`config.mk`:
```
export PLATFORM = sky130hd
export DESIGN_NAME = rng_lfsr_core
export DESIGN_NICKNAME = d
export VERILOG_FILES = /design/src/rtl/rng_pkg.sv /design/src/rtl/rng_lfsr_step.sv /design/src/rtl/rng_lfsr_core.sv
export SDC_FILE = /design/constraint.sdc
export NUM_CORES = 1
export LEC_CHECK = 0
export CORE_MARGIN = 1.5
export CORE_UTILIZATION = 40
export CTS_CLUSTER_DIAMETER = 100
export DETAILED_ROUTE_END_ITERATION = 12
export GPL_TIMING_DRIVEN = 0
export PLACE_DENSITY_LB_ADDON = 0.15
export SYNTH_ARGS = -nofsm -noshare
export SYNTH_HDL_FRONTEND = slang
export SYNTH_SLANG_ARGS = --single-unit
```
`constraint.sdc`:
```
create_clock -name clk_i -period 2.5 [get_ports clk_i]
set_input_delay 0.5 -clock clk_i [delete_from_list [all_inputs] [get_ports clk_i]]
set_output_delay 0.5 -clock clk_i [all_outputs]
set_load 0.005 [all_outputs]
```
`src/rtl/rng_pkg.sv`:
```
// rtl/rng_pkg.sv - shared types and constants for the LFSR random word generator
package rng_pkg;

  typedef enum logic [1:0] {
    IDLE = 2'd0,
    RUN  = 2'd1,
    DONE = 2'd2
  } rng_state_e;

  localparam logic [15:0] DEFAULT_TAPS = 16'hB400;

  localparam logic [15:0] SEED_TABLE [4] = '{16'hACE1, 16'h1D2B, 16'h7F3C, 16'hC0DE};

endpackage

```
`src/rtl/rng_lfsr_step.sv`:
```
// rtl/rng_lfsr_step.sv - one combinational Galois LFSR shift
module rng_lfsr_step #(
  parameter int               WIDTH = 16,
  parameter logic [WIDTH-1:0] TAPS  = 16'hB400
) (
  input  logic [WIDTH-1:0] x_i,
  output logic [WIDTH-1:0] y_o
);

  assign y_o = x_i[0] ? ((x_i >> 1) ^ TAPS) : (x_i >> 1);

endmodule

```
`src/rtl/rng_lfsr_core.sv`:
```
// rtl/rng_lfsr_core.sv - seeded, whitened LFSR draw with valid/ready output
module rng_lfsr_core
  import rng_pkg::*;
#(
  parameter int               WIDTH = 16,
  parameter logic [WIDTH-1:0] TAPS  = DEFAULT_TAPS,
  parameter int               STEPS = 8
) (
  input  logic             clk_i,
  input  logic             rst_i,
  input  logic             start_i,
  input  logic [1:0]       seed_sel_i,
  input  logic             ready_i,
  output logic [WIDTH-1:0] rnd_o,
  output logic             valid_o,
  output logic             busy_o
);

  localparam logic [7:0] LAST_CNT = 8'(STEPS - 1);

  rng_state_e       state_q, state_d;
  logic [WIDTH-1:0] lfsr_q, lfsr_d;
  logic [7:0]       cnt_q, cnt_d;
  logic [WIDTH-1:0] rnd_q, rnd_d;
  logic             valid_q, valid_d;
  logic             busy_q, busy_d;

  logic [WIDTH-1:0] lfsr_step;
  logic [WIDTH-1:0] rnd_step;
  logic [WIDTH-1:0] seed;
  logic [WIDTH-1:0] mix;

  rng_lfsr_step #(.WIDTH(WIDTH), .TAPS(TAPS)) u_step_lfsr (
    .x_i (lfsr_q),
    .y_o (lfsr_step)
  );

  rng_lfsr_step #(.WIDTH(WIDTH), .TAPS(TAPS)) u_step_rnd (
    .x_i (lfsr_q),
    .y_o (rnd_step)
  );

  assign seed = SEED_TABLE[seed_sel_i];
  assign mix  = lfsr_q ^ seed;

  always_comb begin
    state_d = state_q;
    lfsr_d  = lfsr_q;
    cnt_d   = cnt_q;
    rnd_d   = rnd_q;
    valid_d = valid_q;
    unique case (state_q)
      IDLE: begin
        if (start_i) begin
          // A zero mix would lock the LFSR; fall back to the raw seed instead.
          lfsr_d  = (mix == '0) ? seed : mix;
          cnt_d   = 8'd0;
          state_d = RUN;
        end
      end
      RUN: begin
        lfsr_d = lfsr_step;
        cnt_d  = cnt_q + 8'd1;
        if (cnt_q == LAST_CNT) begin
          rnd_d   = rnd_step;
          valid_d = 1'b1;
          state_d = DONE;
        end
      end
      DONE: begin
        if (ready_i) begin
          valid_d = 1'b0;
          state_d = IDLE;
        end
      end
      default: state_d = IDLE;
    endcase
    busy_d = (state_d != IDLE);
  end

  always_ff @(posedge clk_i or negedge rst_i) begin
    if (!rst_i) begin
      state_q <= IDLE;
      lfsr_q  <= '0;
      cnt_q   <= 8'd0;
      rnd_q   <= '0;
      valid_q <= 1'b0;
      busy_q  <= 1'b0;
    end else begin
      state_q <= state_d;
      lfsr_q  <= lfsr_d;
      cnt_q   <= cnt_d;
      rnd_q   <= rnd_d;
      valid_q <= valid_d;
      busy_q  <= busy_d;
    end
  end

  assign rnd_o   = rnd_q;
  assign valid_o = valid_q;
  assign busy_o  = busy_q;

endmodule

```
# Word level (Yosys, flattened, before mapping)

Cells that the tools add are included.

Memory bits (read-only): 0
Register bits: 44
Input bits: 6
Output and inout bits: 18
Bits in latches: 0
RAM bits: 0
Memories: 0

Shift-type cells: 0
Equal/unequal tests: 6
Bitwise operators: 3
Muxes and demuxes: 16
Multiply operators: 0
Reduce and logical (&&, ||, !) cells: 8
Magnitude comparators: 1
Add/sub/neg operators: 1
Div/mod/pow operators: 0

Operator list:

| operator            | number |
|---|---|
| $mux 16             | 5 |
| $bmux 16 s2         | 1 |
| $pmux 16 s2         | 1 |
| $logic_not 16->1    | 1 |
| $pmux 8 s2          | 1 |
| $xor 16x16->16      | 1 |
| $add 8x1->8 const B | 1 |
| $eq 8x3->1 const B  | 1 |
| $mux 8              | 1 |
| $mux 2              | 3 |
| $ne 2x2->1 const B  | 3 |
| $pmux 2 s3          | 1 |
| $reduce_bool 2->1   | 3 |
| $not 3->4           | 1 |
| $reduce_and 2->1    | 2 |
| $ge 3x3->1 const B  | 1 |
| $not 2->3           | 1 |
| $reduce_and 3->1    | 1 |
| $eq 2x1->1 const B  | 1 |
| $eq 2x2->1 const B  | 1 |
| $logic_not 2->1     | 1 |
| $mux 1              | 2 |
| $pmux 1 s2          | 1 |

# Longest topological paths before layout

Depth after elaboration: 9
Depth in mapped cells: 8
Gate-level depth less buffers: 7

# By module

From an unflattened synthesis, not the netlist that was laid out.

Cells, all modules: 225
Area total of the unflattened synthesis: 2,473.6 um^2

Modules (own cells, without submodules):

| module        | instances | cells an instance | area each (um^2) |
|---|---|---|---|
| rng_lfsr_core | 1         | 193               | 2,225.9 |
| rng_lfsr_step | 2         | 16                | 123.9 |

# Least setup slack after synthesis

Ideal clock, no wire load.

Path type: input to register
Start: in seed_sel_i[0]
End: reg lfsr_q[15]
Cell stages on the path: 8
Arrival time: 2,182 ps
Path slack: 226 ps
Setup time: 92 ps
Required time: 2,408 ps
Buffers on the path: 1
Path through: inv_1 -> ha_1 -> xor2_1 -> o31ai_2 -> or4b_1 -> buf_6 -> and3_4 -> o31ai_2

Word-level cells in the longest chain between the ends: 9

RTL lines:

| what                                           | line                | source |
|---|---|---|
| start, declared                                | rng_lfsr_core.sv:12 | `input logic [1:0] seed_sel_i,` |
| $not 2->3 (implied by the code) (*)            | rng_lfsr_core.sv:43 | `assign seed = SEED_TABLE[seed_sel_i];` |
| $bmux 16 s2 (*)                                | rng_lfsr_core.sv:43 |  |
| $mux 16 (implied by the code) (*) (2 in a row) | rng_lfsr_core.sv:43 |  |
| $xor 16x16->16                                 | rng_lfsr_core.sv:44 | `assign mix = lfsr_q ^ seed;` |
| $logic_not 16->1                               | rng_lfsr_core.sv:56 | `lfsr_d = (mix == '0) ? seed : mix;` |
| $mux 16 (*)                                    | rng_lfsr_core.sv:56 |  |
| $mux 16 (*)                                    | rng_lfsr_core.sv:54 | `if (start_i) begin` |
| $pmux 16 s2 (*)                                | rng_lfsr_core.sv:52 | `unique case (state_q)` |
| end signal, assigned                           | rng_lfsr_core.sv:91 | `lfsr_q <= lfsr_d;` |
| end, declared                                  | rng_lfsr_core.sv:22 | `logic [WIDTH-1:0] lfsr_q, lfsr_d;` |

Mark *: on every way between the ends. The rest lies on a longest branch, timed or not. The select of a mux whose other input is x is not followed.
A chain may end at the register's enable or synchronous reset.

# Worst setup path in the final report

Start: in seed_sel_i[1]
End: reg lfsr_q[15]

The elaborated chain is that of the path after synthesis.

==> flow_summary.json <==
{
  "outcome": "finished clean",
  "finalPower_w": 0.00324,
  "fillers": 510,
  "vias": 1793,
  "final_core_util_pct": 49.2,
  "initial_core_util_pct": 41.1,
  "tightestPinTransition_ns": 0.710,
  "async_flop_share_pct": 100,
  "period_needed_ns": 2.29,
  "finalHoldViolCount": 0,
  "antenna_found_initial": 0,
  "cts-buffers-inserted": 5,
  "synth_edf_count": 0,
  "reg2regPathDepth": 7,
  "fp.dieW_um": 77.8,
  "ys_ff_latch": 44,
  "dpl_cell_area_mm2": 0.00257,
  "synth.avg_cell_area_um2": 10.4,
  "whs_ns": 0.144,
  "max-vdd-ir-drop_mv": 0.451,
  "nNetsFinal": 258,
  "setup_viol": 0,
  "hold_buffers": 0,
  "yosys_most_used_dff": "dfrtp_1",
  "wl_per_cell_um": 15.7,
  "drt-total-wl_um": 5040,
  "crit_path_end": "lfsr_q[15]",
  "cp_data_arrival_time_ns": 2.49,
  "final_common_cell": "dfrtp_1",
  "grt_pass1_wl_um": 8760,
  "period_share_pct": 91.6,
  "drv_cap": 0,
  "syn-num-nets": 226,
  "htree_num_levels": 2,
  "grt_util_all_layers_pct": 18.7,
  "yosysSeqAreaShare_pct": 49.2,
  "design_area_mm2": 0.00268,
  "max-slew-margin-rel_pct": 52.5,
  "hp-class": "input pin to async pin",
  "die_area_mm2": 0.00605,
  "rows": 27,
  "grt_pass1_vias": 1709,
  "p_leak_nw": 1.08,
  "worstPathRequired_ns": 2.70,
  "drtIter0Drc": 93,
  "grt_overflow": 0,
  "worstSetupEndpointType": "flop",
  "clock_skew_ns": 0.00567,
  "cts_buffer_depth": 2,
  "yosysWarnings": 0,
  "via_per_inst": 5.59,
  "clock_latency_ns": 0.30,
  "syn_area_mm2": 0.00224,
  "syn_inst": 216,
  "worstSetupPathType": "input pin to flop",
  "antenna_cells": 0,
  "place_hpwl_um": 3590,
  "cts-root-buf": "clkbuf_8",
  "fp.dieH_um": 77.8,
  "ant_nets": 0,
  "port_buffers": 23,
  "synth_cell_types": 44,
  "clkTransAtPathRegs_ns": 0.08,
  "worstReg2RegEnd": "cnt_q[4]",
  "drcViolationCount": 0,
  "place_congestion": 0.856,
  "cts_tree": "done",
  "power.density_mw_per_mm2": 1210,
  "slew_viol_final": 0,
  "drive_gt1_share_pct": 13.7,
  "critPathMaxFanout": 9,
  "final_cell_mix": "dfrtp_1, clkdlybuf4s50_1, nand2_1, o21ai_0, mux2_2",
  "syn_to_final_growth_pct": 19.6,
  "drtPass1Iterations": 4,
  "grt_setup_unrepaired": "no",
  "r2r_start": "state_q[1]",
  "max_freq_ghz": 0.437,
  "coreArea_mm2": 0.00544,
  "startpoint": "seed_sel_i[1]",
  "grt_max_degree": 27,
  "pin_count": 24,
  "r2r_setup_slack_ns": 0.25,
  "clkSinkCount": 44,
  "start_kind": "input pin"
}
## worst min-delay path by stage
stage | to | from | cells past startpoint
2_1_floorplan | busy_o | rst_i | 0
3_3_place_gp | rnd_o[13] | rnd_o[13] | 2
3_5_place_dp | rnd_o[14] | rst_i | 1
4_1_cts | rnd_o[15] | rst_i | 1
5_1_grt | lfsr_q[0] | rst_i | 1
6_report | lfsr_q[0] | rst_i | 1
## cells in the mapped netlist, drive strengths merged (2+ instances only)
cell	count	area share (%)
o211ai	10	3.4
a31oi	6	1.7
nor2b	3	0.84
nand2	18	3.0
nand3	7	1.6
dfrtp	44	49
xnor2	4	1.6
a21oi	6	1.3
nor3	9	2.0
o21ai	18	4.0
ha	4	2.2
clkbuf	7	1.2
o31ai	6	2.5
nor2	5	0.84
inv	8	1.3
nand2b	4	1.1
nand4	4	1.1
o21bai	2	0.67
a211oi	5	1.7
a22oi	3	1.0
buf	4	1.3
nor4b	3	1.2
and4b	2	0.89
mux2	12	6.0
xor2	2	0.78
or3	4	1.1
## per-stage QoR
| stage | setup slack, ns | TNS (ns) | std cells |
|---|---|---|---|
| after floorplan | 0.226 | 0 | 216 |
| after global placement | -0.628 | -20.95 | 311 |
| after detailed placement | -0.652 | -7.32 | 312 |
| after CTS | 0.0117 | 0 | 321 |
| after global routing | 0.0554 | 0 | 321 |
| final | 0.211 | 0 | 321 |
## cells by family after synthesis
| group | count (synthesis) | synth area share [%] |
|---|---|---|
| AOI/OAI and AO/OA | 65 | 19.7 |
| and+or+nand+nor | 65 | 16.2 |
| DFF | 44 | 49.2 |
| buffers and inverters | 19 | 3.86 |
| muxes | 13 | 6.49 |
| xor gates and xnor gates | 6 | 2.35 |
| adders and majority gates | 4 | 2.24 |
## power breakdown
part	internal [W]	switching, W	total [W]	leakage (nW)
combinational	0.000745	0.000681	0.00143	0.502
clock	0.000225	0.000226	0.000451	0.0455
sequential	0.00103	0.000327	0.00136	0.536
total	0.00200	0.00123	0.00324	1.08
## worst max-delay path: stages
cell	delay, ns
clkbuf_2	0.16
inv_1	0.08
ha_2	0.39
and2_1	0.16
a22oi_1	0.11
or4b_1	0.55
buf_6	0.16
and3_4	0.17
o31ai_2	0.21
## area by class of cell
type / count / area (um^2) / share of cell area [%]
plain buffers: 11 / 57.6 / 2.15
clock buffers: 8 / 90.1 / 3.37
inverters: 8 / 30.0 / 1.12
multi-input cells: 153 / 1060 / 39.8
flip-flops and latches: 44 / 1100 / 41.1
well taps: 72 / 90.1 / 3.37
repair buffers: 25 / 243 / 9.07
## repair_timing
| action | in CTS | in global routing |
|---|---|---|
| buffers inserted | 1 | 0 |
| gates resized for setup | 3 | 8 |
| setup endpoints to repair | 13 | 11 |
| pin swaps | 1 | 0 |
## state kept, by name, summed over array words and instances, names as in the netlist
signal   count
busy_o       1
cnt_q        8
lfsr_q      16
rnd_o       16
state_q      2
valid_o      1
## per-layer routing
metal | vias up | GRT usage [%] | share of wire, %
met1 | 871 | 26.4 | 51
met2 | 38 | 27.3 | 44
met3 | 6 | 4.35 | 4.3
met4 | 0 | 8.00 | 1.4
li1 | 878 | - | -
met5 | - | 0 | 0
(Power assumes the default switching activity.)
